`src/rtl/wb_load_return_pkg.sv`:
```
// Shared RV32I types used by the writeback / load-return path.
package rv32i_types;

  typedef enum logic [2:0] {
    F3_LB  = 3'b000,
    F3_LH  = 3'b001,
    F3_LW  = 3'b010,
    F3_LBU = 3'b100,
    F3_LHU = 3'b101
  } load_f3_t;

  // funct3 is kept raw so an illegal encoding survives until the pop.
  typedef struct packed {
    logic [4:0] rd;
    logic [2:0] funct3;
    logic [1:0] addr_lo;
  } ld_meta_t;

endpackage

```
`src/rtl/wb_ld_fifo.sv`:
```
// In-order tracker of outstanding loads; exposes every entry plus its valid bit.
module wb_ld_fifo
  import rv32i_types::*;
#(
  parameter int DEPTH = 4
) (
  input  logic                     clk,
  input  logic                     rst,
  input  logic                     push,
  input  ld_meta_t                 din,
  input  logic                     pop,
  output ld_meta_t                 dout,
  output logic                     full,
  output logic                     empty,
  output logic [$clog2(DEPTH):0]   count,
  output logic [DEPTH-1:0]         vld,
  output ld_meta_t [DEPTH-1:0]     ents
);
  localparam int AW = $clog2(DEPTH);
  localparam int CW = AW + 1;

  ld_meta_t [DEPTH-1:0] mem;
  logic [AW-1:0]        wptr, rptr;
  logic                 do_push, do_pop;

  assign full    = (count == CW'(DEPTH));
  assign empty   = (count == '0);
  assign do_push = push && !full;
  assign do_pop  = pop && !empty;
  assign dout    = mem[rptr];
  assign ents    = mem;

  always_ff @(posedge clk) begin
    if (do_push) mem[wptr] <= din;
  end

  // Pointers wrap naturally since DEPTH is a power of two.
  always_ff @(posedge clk) begin
    if (rst) begin
      wptr  <= '0;
      rptr  <= '0;
      count <= '0;
      vld   <= '0;
    end else begin
      if (do_push) begin
        wptr      <= wptr + 1'b1;
        vld[wptr] <= 1'b1;
      end
      if (do_pop) begin
        rptr      <= rptr + 1'b1;
        vld[rptr] <= 1'b0;
      end
      count <= count + CW'(do_push) - CW'(do_pop);
    end
  end

endmodule

```
`src/rtl/wb_load_return.sv`:
```
// Writeback unit: tracks non-blocking loads, aligns/extends returned data and
// arbitrates load returns against ALU results onto the single write port.
module wb_load_return
  import rv32i_types::*;
#(
  parameter int XLEN  = 32,
  parameter int DEPTH = 4
) (
  input  logic                    clk,
  input  logic                    rst,
  input  logic                    ld_valid,
  output logic                    ld_ready,
  input  logic [4:0]              ld_rd,
  input  logic [2:0]              ld_funct3,
  input  logic [1:0]              ld_addr_lo,
  input  logic                    dmem_resp,
  input  logic [XLEN-1:0]         dmem_rdata,
  input  logic                    alu_valid,
  output logic                    alu_ready,
  input  logic [4:0]              alu_rd,
  input  logic [XLEN-1:0]         alu_data,
  output logic                    regf_we,
  output logic [4:0]              rd_sel,
  output logic [XLEN-1:0]         rd_v,
  output logic [31:0]             busy_rd,
  output logic [$clog2(DEPTH):0]  outstanding,
  output logic                    resp_err
);

  ld_meta_t             push_meta, head;
  ld_meta_t [DEPTH-1:0] ents;
  logic [DEPTH-1:0]     ent_vld;
  logic                 full, empty, push, pop, alu_acc, bad_f3;
  logic [31:0]          w32, busy;
  logic [15:0]          half_v;
  logic [7:0]           byte_v;
  logic [XLEN-1:0]      ld_data;

  assign push_meta = '{rd: ld_rd, funct3: ld_funct3, addr_lo: ld_addr_lo};
  assign ld_ready  = !full;
  assign push      = ld_valid && ld_ready;
  assign pop       = dmem_resp && !empty;
  assign alu_ready = !dmem_resp;
  assign alu_acc   = alu_valid && alu_ready;

  wb_ld_fifo #(.DEPTH(DEPTH)) u_fifo (
    .clk   (clk),
    .rst   (rst),
    .push  (push),
    .din   (push_meta),
    .pop   (pop),
    .dout  (head),
    .full  (full),
    .empty (empty),
    .count (outstanding),
    .vld   (ent_vld),
    .ents  (ents)
  );

  assign w32    = dmem_rdata[31:0];
  assign byte_v = 8'(w32 >> {head.addr_lo, 3'b000});
  assign half_v = head.addr_lo[1] ? w32[31:16] : w32[15:0];

  always_comb begin
    ld_data = '0;
    bad_f3  = 1'b0;
    case (head.funct3)
      F3_LB:   ld_data = XLEN'($signed(byte_v));
      F3_LBU:  ld_data = XLEN'(byte_v);
      F3_LH:   ld_data = XLEN'($signed(half_v));
      F3_LHU:  ld_data = XLEN'(half_v);
      F3_LW:   ld_data = XLEN'($signed(w32));
      default: bad_f3  = 1'b1;
    endcase
  end

  always_comb begin
    busy = '0;
    for (int i = 0; i < DEPTH; i++)
      if (ent_vld[i]) busy[ents[i].rd] = 1'b1;
    busy[0] = 1'b0;
  end
  assign busy_rd = busy;

  // Load return wins the write port; x0 destinations never assert the enable.
  always_ff @(posedge clk) begin
    if (rst) begin
      regf_we  <= 1'b0;
      rd_sel   <= '0;
      rd_v     <= '0;
      resp_err <= 1'b0;
    end else begin
      regf_we <= 1'b0;
      if (pop) begin
        if (bad_f3) resp_err <= 1'b1;
        if (head.rd != 5'd0) begin
          regf_we <= 1'b1;
          rd_sel  <= head.rd;
          rd_v    <= ld_data;
        end
      end else if (alu_acc && alu_rd != 5'd0) begin
        regf_we <= 1'b1;
        rd_sel  <= alu_rd;
        rd_v    <= alu_data;
      end
      if (dmem_resp && empty) resp_err <= 1'b1;
    end
  end

endmodule

```
`config.mk`:
```
export PLATFORM = sky130hd
export DESIGN_NAME = wb_load_return
export DESIGN_NICKNAME = d
export VERILOG_FILES = /design/src/rtl/wb_load_return_pkg.sv /design/src/rtl/wb_ld_fifo.sv /design/src/rtl/wb_load_return.sv
export SDC_FILE = /design/constraint.sdc
export NUM_CORES = 1
export LEC_CHECK = 0
export CAP_MARGIN = 20
export CORE_MARGIN = 2
export CORE_UTILIZATION = 44
export CTS_BUF_LIST = sky130_fd_sc_hd__clkbuf_16
export DETAILED_ROUTE_END_ITERATION = 7
export PLACE_DENSITY = 0.74
export SLEW_MARGIN = 20
export SYNTH_ARGS = -nofsm -noshare
export SYNTH_HDL_FRONTEND = slang
export SYNTH_SLANG_ARGS = --single-unit
```
`constraint.sdc`:
```
create_clock -name clk -period 2.6 [get_ports clk]
set_input_delay 0.52 -clock clk [delete_from_list [all_inputs] [get_ports clk]]
set_output_delay 0.52 -clock clk [all_outputs]
set_load 0.03 [all_outputs]
```
==> out/results.ini <==
[finish]
stdcell_count=935
drive_gt1_frac=0.241
final_cell_mix=clkdlybuf4s50_1, buf_4, dfxtp_1, edfxtp_1, nand2_1
final_common_cell=clkdlybuf4s50_1
final_area_um2=8170
areaGrowthSynthToFinish_pct=46.9
utilization=0.655
nets=852

[drt]
drtAntennaViolNets=0
first_iter_violations=825
wl_per_cell_um=22.5
vias=5970
drc=0
dr.pass1.iters=6
viasPerCell=6.39
routed_wl_um=21000

[synthesis]
synth_cells=562
yosysWarnings=0
ys_seq_elements=90
syn_nets=657
yosys.area.top_type=edfxtp_1
synth_top_cells_by_area=edfxtp_1, dfxtp_1, o221ai_1
synthFlopType=dfxtp_1
ys_seq_area_frac=0.396
synthesis.area_um2=5560
synth_cell_types=51
synth-async-reset-ratio=0
syn_avg_cell_area_um2=9.89
yosysTopAreaCellShare=0.216
synth_edf_count=40

[min_path]
hold_path_depth=2
min_path_type=reg2reg
min-delay-start=resp_err
whs_endpoint=resp_err

[sta]
hold_ws_ps=520
setup_violations=12
finalCritPeriodShare=1.01
skew_ps=4.97
relSlewSlack=0.598
maxClockFrequency_mhz=381
tightestPinTransition_ps=604
rsz0062_at_grt=true
setup_ws_ps=-25.7
final.setup.tns_ps=-162
drv_slew=0
finalHoldViolCount=0
post-route-min-period_ps=2630

[global_route]
grt_max_degree=31
grt_antenna_before_repair=0
grt_pass1_vias=5608
track_usage=0.299
overflow=0
grt_pass1_wl_um=31000

[clock_tree]
clk_pin_slew_ps=60
holdBufCountCts=0
numCtsBuffers=9
tritoncts=done
insertion_delay_ps=340
htree_levels=3
cts_root_buf=clkbuf_16
cts.sinks=90
clockBufferDepth=2

[worst_setup_path]
r2r_setup_slack_ps=-30
crit_required_ps=2810
crit_type=reg2reg
start_kind=flop
r2r-start=u_fifo.ents[8]
r2r_cells=7
r2r_end=rd_v[25]
end_kind=flop
arrival_ps=2840
cp_max_fo=6

[floorplanning]
die_w_um=116
die_area_um2=13500
rows=41
core_area_um2=12500
start_util=0.446
fp.dieH_um=116
ios=160

[power]
irDropWorstVdd_mv=0.750
p_leak_nw=2.97
p_per_area_nw_per_um2=825
finalPower_mw=6.74

[placement]
gp_congestion=0.929
dp_cells=901
io_buffers=158
hpwl_um=15000
place_ws_ps=-149
place_area_um2=7560

[outcome]
violations=setup timing
status=finished with violations

[job]
maxCapViolCount=0

==> metal layers <==
metal | vias up | global-route usage | wire, µm
met5 | - | 0 | 0
met3 | 76 | 0.0488 | 1840
li1 | 2625 | - | -
met1 | 2874 | 0.384 | 8070
met4 | 0 | 0.110 | 721
met2 | 395 | 0.507 | 10400
==> synthesized netlist by cell type (9+ instances only) <==
master    number
dfxtp_1       50
edfxtp_1      40
o221ai_1      40
nand2_1       33
clkbuf_1      30
a21oi_1       29
nand2b_1      27
nor2_1        26
nand4_1       25
a22oi_1       23
inv_1         18
mux2i_1       17
o22ai_1       13
a221o_1       12
nand3b_1      12
nor3b_1       12
a311oi_2      11
buf_2         11
nor3_1        11
and3_1        10
ha_1          10
mux4_2        10
a222oi_1       9
nand3_1        9
==> logic make-up after synthesis <==
family | synth area share
other | 0.000675
buffers and inverters | 0.0574
AO/OA/AOI/OAI | 0.240
multiplexers | 0.0759
AND/OR/NAND/NOR | 0.199
adder cells (fa/ha/maj) | 0.0261
XOR/XNOR | 0.00473
flip-flops | 0.396
==> worst max-delay path by stage <==
stage	from	to	slack, ps	cells past startpoint
after floorplan	u_fifo.count[2]	u_fifo.count[2]	7	12
after global placement	alu_rd[3]	rd_sel[2]	-100	6
after detailed placement	alu_rd[3]	rd_sel[2]	-150	6
after CTS	u_fifo.ents[6]	busy_rd[25]	6	5
after global routing	u_fifo.ents[8]	rd_v[21]	-60	7
final	u_fifo.ents[8]	rd_v[25]	-30	7
==> worst max-delay path: stages, from the launching register on <==
cell       delay (ps)
edfxtp_1          500
mux4_2            520
or4_1             530
or3_4             390
nand3b_1          120
buf_6             150
clkbuf_16         160
o221ai_1          110
==> where the power goes <==
| part | total (mW) | internal, mW | switching (mW) | leakage [nW] |
|---|---|---|---|---|
| logic | 3.34 | 1.43 | 1.90 | 2.04 |
| registers | 2.00 | 1.78 | 0.227 | 0.780 |
| clock network | 1.40 | 0.842 | 0.555 | 0.155 |
| total | 6.74 | 4.05 | 2.69 | 2.97 |
==> flip-flops by register name (all words and copies together) (netlist names) <==
register      cells
u_fifo.ents      40
rd_v             32
rd_sel            5
u_fifo.vld        4
u_fifo.count      3
u_fifo.rptr       2
u_fifo.wptr       2
regf_we           1
resp_err          1
==> area by class of cell <==
cell class | instances | area, µm²
Clock inverter | 7 | 92.6
Fill cell | 989 | 4300
Sequential cell | 90 | 2210
Inverter | 18 | 67.6
Multi-Input combinational cell | 404 | 3220
Timing Repair Buffer | 234 | 2130
Antenna cell | 1 | 2.50
Clock buffer | 9 | 225
Tap cell | 172 | 215
==> what timing repair did <==
| action | in CTS | in global routing |
|---|---|---|
| buffers inserted | 4 | 8 |
| gates cloned | 2 | 3 |
| resized for setup | 48 | 55 |
| pin swaps | 1 | 8 |
| setup endpoints to repair | 60 | 55 |
No activity file was read; power rests on OpenSTA's default activity.
